==> src/rtl/fc_bram_seq.sv <==
// FC layer BRAM sequencer: streams each sample's input vector from BRAM into the FC
// core one element per cycle, then writes the zero-padded result vector back to BRAM.
module fc_bram_seq #(
   parameter int                     DIM_INPUT   = 96,
   parameter int                     DIM_OUTPUT  = 8,
   parameter int                     INPUT_W     = 16,
   parameter int                     OUTPUT_W    = 8,
   parameter int                     BRAM_DAT_W  = 64,
   parameter int                     BRAM_ADDR_W = 32,
   parameter int                     MAX_BATCH   = 1023,
   parameter logic [BRAM_ADDR_W-1:0] LOAD_BASE   = 'h0000,
   parameter logic [BRAM_ADDR_W-1:0] STORE_BASE  = 'h3400
) (
   input  logic                                clk,
   input  logic                                rst,
   input  logic                                start,
   input  logic                                abort,
   input  logic [$clog2(MAX_BATCH+1)-1:0]      batch_num,
   output logic                                busy,
   output logic                                done,
   output logic                                err,
   output logic                                fc_in_vld,
   output logic [INPUT_W-1:0]                  fc_in_dat,
   input  logic                                fc_out_vld,
   input  logic [DIM_OUTPUT*OUTPUT_W-1:0]      fc_out_dat,
   output logic [BRAM_ADDR_W-1:0]              bram_addr,
   output logic                                bram_en,
   output logic [BRAM_DAT_W/8-1:0]             bram_we,
   output logic [BRAM_DAT_W-1:0]               bram_din,
   input  logic [BRAM_DAT_W-1:0]               bram_dout
);

   localparam int BW       = $clog2(MAX_BATCH+1);
   localparam int LANES    = BRAM_DAT_W / INPUT_W;
   localparam int WIN      = (DIM_INPUT + LANES - 1) / LANES;
   localparam int OUT_BITS = DIM_OUTPUT * OUTPUT_W;
   localparam int WOUT     = (OUT_BITS + BRAM_DAT_W - 1) / BRAM_DAT_W;
   localparam int RES_W    = WOUT * BRAM_DAT_W;
   localparam int ADDR_INC = BRAM_DAT_W / 8;
   localparam int PH_W     = (LANES > 1) ? $clog2(LANES) : 1;
   localparam int CYC_W    = $clog2(DIM_INPUT + 2);
   localparam int WC_W     = $clog2(WIN + 1);
   localparam int SW_W     = $clog2(WOUT + 1);

   typedef enum logic [2:0] {
      S_IDLE,
      S_LOAD,
      S_WAIT,
      S_STORE,
      S_FIN
   } state_t;

   state_t                 state;
   logic [BW-1:0]          batch;
   logic [BW-1:0]          smp_cnt;
   logic [CYC_W-1:0]       cyc;
   logic [PH_W-1:0]        ph;
   logic [PH_W-1:0]        ph_d;
   logic [PH_W-1:0]        ph_nxt;
   logic [WC_W-1:0]        wrd;
   logic [SW_W-1:0]        swc;
   logic [BRAM_ADDR_W-1:0] ld_ptr;
   logic [BRAM_ADDR_W-1:0] st_ptr;
   logic [RES_W-1:0]       res;
   logic [RES_W-1:0]       fc_pad;
   logic [INPUT_W-1:0]     lane_dat;

   // ph is the lane phase of the current LOAD cycle; a new word is read whenever it wraps.
   // ph_d is the lane of the element being captured, one cycle behind the read.
   assign ph_nxt = (ph == PH_W'(LANES - 1)) ? '0 : ph + PH_W'(1);
   assign fc_pad = RES_W'(fc_out_dat);

   always_comb begin
      lane_dat = '0;
      for (int i = 0; i < LANES; i++) begin
         if (ph_d == PH_W'(i)) lane_dat = bram_dout[i*INPUT_W +: INPUT_W];
      end
   end

   always_ff @(posedge clk) begin
      if (rst) begin
         state     <= S_IDLE;
         busy      <= 1'b0;
         done      <= 1'b0;
         err       <= 1'b0;
         fc_in_vld <= 1'b0;
         fc_in_dat <= '0;
         bram_en   <= 1'b0;
         bram_we   <= '0;
         bram_din  <= '0;
         bram_addr <= '0;
         batch     <= '0;
         smp_cnt   <= '0;
         cyc       <= '0;
         ph        <= '0;
         ph_d      <= '0;
         wrd       <= '0;
         swc       <= '0;
         ld_ptr    <= '0;
         st_ptr    <= '0;
         res       <= '0;
      end else begin
         bram_en   <= 1'b0;
         bram_we   <= '0;
         fc_in_vld <= 1'b0;
         done      <= 1'b0;
         if (abort) begin
            state <= S_IDLE;
            busy  <= 1'b0;
         end else begin
            case (state)
               S_IDLE: begin
                  if (start) begin
                     batch   <= batch_num;
                     smp_cnt <= '0;
                     err     <= 1'b0;
                     st_ptr  <= STORE_BASE;
                     busy    <= 1'b1;
                     if (batch_num == '0) begin
                        state <= S_FIN;
                     end else begin
                        state     <= S_LOAD;
                        bram_en   <= 1'b1;
                        bram_addr <= LOAD_BASE;
                        ld_ptr    <= LOAD_BASE + BRAM_ADDR_W'(ADDR_INC);
                        cyc       <= '0;
                        ph        <= '0;
                        wrd       <= WC_W'(1);
                     end
                  end
               end
               S_LOAD: begin
                  cyc  <= cyc + CYC_W'(1);
                  ph   <= ph_nxt;
                  ph_d <= ph;
                  if (cyc >= CYC_W'(1) && cyc <= CYC_W'(DIM_INPUT)) begin
                     fc_in_vld <= 1'b1;
                     fc_in_dat <= lane_dat;
                  end
                  if (ph_nxt == '0 && wrd < WC_W'(WIN)) begin
                     bram_en   <= 1'b1;
                     bram_addr <= ld_ptr;
                     ld_ptr    <= ld_ptr + BRAM_ADDR_W'(ADDR_INC);
                     wrd       <= wrd + WC_W'(1);
                  end
                  if (cyc == CYC_W'(DIM_INPUT + 1)) state <= S_WAIT;
               end
               S_WAIT: begin
                  if (fc_out_vld) begin
                     bram_din  <= fc_pad[BRAM_DAT_W-1:0];
                     res       <= fc_pad >> BRAM_DAT_W;
                     bram_en   <= 1'b1;
                     bram_we   <= '1;
                     bram_addr <= st_ptr;
                     st_ptr    <= st_ptr + BRAM_ADDR_W'(ADDR_INC);
                     swc       <= SW_W'(1);
                     state     <= S_STORE;
                  end
               end
               S_STORE: begin
                  if (swc < SW_W'(WOUT)) begin
                     bram_din  <= res[BRAM_DAT_W-1:0];
                     res       <= res >> BRAM_DAT_W;
                     bram_en   <= 1'b1;
                     bram_we   <= '1;
                     bram_addr <= st_ptr;
                     st_ptr    <= st_ptr + BRAM_ADDR_W'(ADDR_INC);
                     swc       <= swc + SW_W'(1);
                  end else begin
                     smp_cnt <= smp_cnt + BW'(1);
                     if (smp_cnt + BW'(1) == batch) begin
                        state <= S_FIN;
                     end else begin
                        state     <= S_LOAD;
                        bram_en   <= 1'b1;
                        bram_addr <= ld_ptr;
                        ld_ptr    <= ld_ptr + BRAM_ADDR_W'(ADDR_INC);
                        cyc       <= '0;
                        ph        <= '0;
                        wrd       <= WC_W'(1);
                     end
                  end
               end
               S_FIN: begin
                  state <= S_IDLE;
                  busy  <= 1'b0;
                  done  <= 1'b1;
               end
               default: begin
                  state <= S_IDLE;
                  busy  <= 1'b0;
               end
            endcase
         end
         // A result outside WAIT is a protocol error; it also overrides the clear on start.
         if (fc_out_vld && state != S_WAIT) err <= 1'b1;
      end
   end

endmodule

==> config.mk <==
export PLATFORM = sky130hd
export DESIGN_NAME = fc_bram_seq
export DESIGN_NICKNAME = d
export VERILOG_FILES = /design/src/rtl/fc_bram_seq.sv
export SDC_FILE = /design/constraint.sdc
export NUM_CORES = 1
export LEC_CHECK = 0
export CAP_MARGIN = 40
export CORE_MARGIN = 4
export CORE_UTILIZATION = 35
export CTS_BUF_LIST = sky130_fd_sc_hd__clkbuf_8
export CTS_CLUSTER_SIZE = 40
export DETAILED_ROUTE_END_ITERATION = 10
export PLACE_DENSITY = 0.57
export SKIP_LAST_GASP = 1
export SYNTH_ARGS = -nofsm -noshare
export SYNTH_HDL_FRONTEND = slang
export SYNTH_SLANG_ARGS = --single-unit
export TNS_END_PERCENT = 1
==> constraint.sdc <==
create_clock -name clk -period 7.95 [get_ports clk]
set_clock_uncertainty 0.05 [all_clocks]
set_input_delay 1.1925 -clock clk [delete_from_list [all_inputs] [get_ports clk]]
set_output_delay 1.1925 -clock clk [all_outputs]
set_load 0.005 [all_outputs]
* Yosys cells after proc, flatten, opt, wreduce, memory -nomap -nowiden *
Index checks and enable logic that the tools add are counted.

word-level totals
  flip-flop bits (word level) = 293
  input port bits = 143
  output and inout bits = 125

operators by class
  add/subtract/negate cells = 7
  magnitude comparators = 4
  equality and inequality tests = 21
  mux-type cells = 75
  bitwise logic cells = 3
  reductions and logical operators = 29

operators by type and width
  cell                     count
  $mux W32                 14
  $mux W64                 4
  $pmux W64 S2             2
  $pmux W32 S3             2
  $pmux W32 S4             1
  $add A32 B4 Y32 const B  2
  $mux W16                 4
  $mux W7                  4
  $mux W5                  5
  $pmux W7 S3              1
  $mux W10                 2
  $pmux W10 S2             1
  $mux W3                  6
  $mux W8                  2
  $ne A2 B2 Y1 const B     8
  $pmux W8 S2              1
  $mux W1                  15
  $pmux W5 S3              1
  $reduce_and A7 Y1        2
  $pmux W3 S4              1
  $reduce_and A4 Y1        3
  $add A10 B1 Y10 const B  1
  $eq A10 B10 Y1           1
  $logic_not A10 Y1        1
  other kinds (34)         55

* Longest topological paths before layout *
  depth after elaboration = 6
  gate-level depth with buffers = 11
  depth with buffers taken out = 8

* Worst setup path before layout *
No wires, ideal clock.

  path kind = input-to-reg
  start = in batch_num[2]
  end = reg fc_in_dat[6]
  arrival time = 2.849 ns
  required time = 7.772 ns
  setup slack = 4.924 ns
  stages on the path = 9
  cells stage by stage = nor4_1 nand3_1 o211ai_1 nor2_1 o211ai_1 buf_2 buf_2 mux2i_1 nor2_1

RTL lines
  item                  line  text
  start, declared       18    input logic [$clog2(MAX_BATCH+1)-1:0] batch_num,
  end signal, assigned  138   fc_in_dat <= lane_dat;
  end, declared         23    output logic [INPUT_W-1:0] fc_in_dat,

* Worst setup path in the final report *
  start = reg smp_cnt[0]
  end = reg ld_ptr[28]

on the way
  longest elaborated chain between the ends = 4

ends and longest elaborated chain
  item                                line  text
  start, declared                     55    logic [BW-1:0] smp_cnt;
  start signal, assigned              170   smp_cnt <= smp_cnt + BW'(1);
  $add A10 B1 Y10                     171   if (smp_cnt + BW'(1) == batch) begin
  $eq A10 B10 Y1                      171
  $ne A2 B2 Y1 (no source line)       n/a
  $reduce_and A7 Y1 (no source line)  n/a
  end signal, assigned                125   ld_ptr <= LOAD_BASE + BRAM_ADDR_W'(ADDR_INC);
  end signal, assigned                143   ld_ptr <= ld_ptr + BRAM_ADDR_W'(ADDR_INC);
  end signal, assigned                177   ld_ptr <= ld_ptr + BRAM_ADDR_W'(ADDR_INC);
  end, declared                       62    logic [BRAM_ADDR_W-1:0] ld_ptr;

No other way between the ends.
A chain may end at the register's enable or synchronous reset.

==> results.json <==
{
  "grtUsageTotal": 0.1978,
  "rsz0062_at_grt": "no",
  "required_ps": 8280,
  "syn_to_final_growth_pct": 35.57,
  "peakVddDrop_mv": 0.1102,
  "drc": 0,
  "met2_usage": 0.3116,
  "initial_core_util": 0.3568,
  "wirelength_um": 33880,
  "ys_warn_count": 0,
  "critPathArrivalTime_ps": 3870,
  "fin_crit_sh": 0.4450,
  "core_area_um2": 28940,
  "synthXorXnorAreaFrac": 0.02884,
  "p_per_area_nw_per_um2": 173.4,
  "grt_pass1_vias": 9725,
  "grt_pass1_wl_um": 53790,
  "maxSlewHeadroom": 0.4548,
  "avgSynthCellArea_um2": 8.234,
  "grt_busiest_layer": "met2",
  "worst_path_max_delay_cell": "o21ai_2",
  "p_leak_nw": 4.788,
  "fin_nets": 1629,
  "grt_max_degree": 74,
  "synth_area_leaders": "dfxtp_1, a21oi_1, nand2_1",
  "ys_types": 69,
  "syn_inst": 1254,
  "viasPerCell": 5.383,
  "r2r_end": "ld_ptr[28]",
  "min_path_cells": 2,
  "worstPathCellList": "ha_1 -> and3_1 -> a21oi_1 -> or4_4 -> nor4_4 -> o211ai_1 -> o21ai_2 -> buf_6 -> o21ai_0",
  "tightestPinTransition_ps": 817.8,
  "die_w_um": 179.8,
  "rows": 62,
  "hold_path.class": "reg -> reg",
  "cts_resized": 0,
  "drive_gt1_frac": 0.08178,
  "cp-end-kind": "flip-flop",
  "cts_buffer_depth": 3,
  "synth_adder_area_share": 0.009695,
  "clkSinkCount": 214,
  "place_hpwl_um": 23620,
  "grt_util_met3": 0.04830,
  "synth-seq-cells": 214,
  "worstSkewPairLatency_ps": 540,
  "cts_max_level": 2,
  "antenna_left": 0,
  "syn_nets": 1405,
  "clk_pin_slew_ps": 60,
  "yosys.area_share.simple": 0.2179,
  "critPathMaxFanout": 14,
  "critPathKind": "reg -> reg",
  "die_h_um": 179.8,
  "avgRoutedWirePerCell_um": 17.95,
  "io_pins": 268,
  "min_period_ps": 3537,
  "synth-edff-count": 0,
  "cp_slowest_stage_delay_ps": 630,
  "hold_viol_final": 0,
  "rrSetupSlack_ps": 4410,
  "cts_tree": "yes",
  "grt_overflow": 0,
  "post-cts-setup-buffer-count": 0,
  "synth_top_area_cell": "dfxtp_1",
  "cts_root_buffer": "clkbuf_8",
  "numCtsBuffers": 41,
  "drv_slew": 0,
  "dr.first_iter.drc_count": 760,
  "hp-start": "bram_din[10]",
  "vias": 10160,
  "ys_seq_area_frac": 0.4149,
  "fmax_mhz": 282.7,
  "syn_area_um2": 10320,
  "hold_end": "bram_din[10]",
  "timing.rr.start": "smp_cnt[0]",
  "muxShareOfSynthArea": 0.05247,
  "async_flop_share": 0,
  "setup_tns_ps": 0,
  "status": "finished clean",
  "antenna_found_initial": 0,
  "startpoint_type": "flip-flop",
  "ys.flop_type": "dfxtp_1",
  "cap_violations": 0,
  "globalRouteMet1Util": 0.2755,
  "gp_congestion": 0.8695,
  "fillCellCount": 2796,
  "r2r.worst_path.cells": 9,
  "synth_compound_area_frac": 0.2121,
  "power_mw": 2.427,
  "first_pass_iters": 5,
  "diodes": 0,
  "setup_viol": 0,
  "io_buffers": 267,
  "synth_top_area_share": 0.4149,
  "dieArea_um2": 32310,
  "holdBufCountCts": 0,
  "synth_top_family_by_area": "simple AND/OR/NAND/NOR gates"
}
[sequential cells by signal (all words and copies together) (netlist names), 2 cells and up]
signal and cells:
batch 10, bram_addr 30, bram_din 64, cyc 7, fc_in_dat 16, ld_ptr 29
ph 2, ph_d 2, smp_cnt 10, st_ptr 29, state 3, wrd 5
[synthesized netlist by cell type, types with 3 or more instances]
master and n:
nor4_1 6, and4_1 7, nor2_1 100, a31oi_1 14, buf_1 4, and2_1 7
o211ai_1 5, mux2i_1 17, dfxtp_1 214, nand3_1 99, clkbuf_1 76, o22ai_1 3
inv_1 43, nand2b_1 12, xor2_1 18, nand2_1 170, a211oi_2 9, o2bb2ai_1 3
and3_1 13, o31ai_1 20, or3b_2 3, nor3_1 16, o41ai_1 3, ha_1 8
nand3b_1 3, a22oi_1 31, xnor2_1 16, buf_2 3, a21oi_1 143, or4_1 3
o21ai_0 33, a211oi_1 24, buf_4 19, or3_1 8, o311ai_0 24, nand4_1 18
mux4_2 16, or2_2 3
[cell families after synthesis]
group                    after synthesis
AND/OR/NAND/NOR                      479
XOR/XNOR                              34
multiplexers                          34
flip-flops                           214
AO/OA/AOI/OAI                        336
buffers and inverters                149
adder cells (fa/ha/maj)                8
[worst max-delay path: cells and delay by family, from the launching register on]
kind / cells / cell delay, ps
AOI/OAI and AO/OA: 4 / 1110
adders and majority gates: 1 / 320
buffers and inverters: 1 / 240
DFF: 1 / 450
and+or+nand+nor: 3 / 1180
[layout make-up]
type                    count  area, um^2  share of cell area
multi-input cells         891        5404              0.3861
flip-flops and latches    214        4284              0.3061
repair buffers            287        2889              0.2064
clock buffers              51       701.9             0.05015
well taps                 384       480.5             0.03433
inverters                  43       161.4             0.01153
clock inverters            18       76.32            0.005453
[routing by layer]
metal	part of all wire	routed length, um
met1	0.45	15130
met2	0.46	15600
met3	0.073	2478
met4	0.020	671
met5	0	0
[stage by stage]
step	hold WS [ps]	utilization	std cells	cell area, um^2	setup WS, ps
final	398.7	0.4837	1888	14000	4413
after global routing	417.1	0.4837	1888	14000	4233
after detailed placement	393.7	0.4568	1819	13220	4028
after floorplan	382.6	-	1254	10320	4924
after CTS	401.1	0.4837	1888	14000	4440
after global placement	386.4	0.4524	1811	13090	4029
[power breakdown]
| group | internal, mW | switching (mW) | total, mW |
|---|---|---|---|
| Combinational | 0.141 | 0.126 | 0.266 |
| Sequential | 1.10 | 0.0199 | 1.12 |
| Clock | 0.573 | 0.470 | 1.04 |
| Total | 1.81 | 0.615 | 2.43 |
[layout by cell type (no fill, tap or decap), types with 16 or more instances in the layout]
cell type,Yosys,layout
xor2_1,18,18
nand3_1,99,99
o311ai_0,24,24
nand4_1,18,18
o31ai_1,20,20
xnor2_1,16,16
nor2_1,100,100
mux2i_1,17,17
clkdlybuf4s50_1,0,266
mux4_2,16,16
clkbuf_8,0,51
dfxtp_1,214,214
a211oi_1,24,23
a21oi_1,143,142
nand2_1,170,169
a22oi_1,31,31
inv_1,43,57
o21ai_0,33,33
[worst max-delay path by stage]
stage | startpoint | endpoint | depth (start not counted)
global route | smp_cnt[0] | bram_addr[29] | 9
detailed placement | abort | st_ptr[20] | 8
finish | smp_cnt[0] | ld_ptr[28] | 9
global placement | abort | smp_cnt[3] | 6
floorplan | batch_num[2] | fc_in_dat[6] | 9
CTS | smp_cnt[0] | ld_ptr[28] | 9
Power figures use the tool's default switching activity.
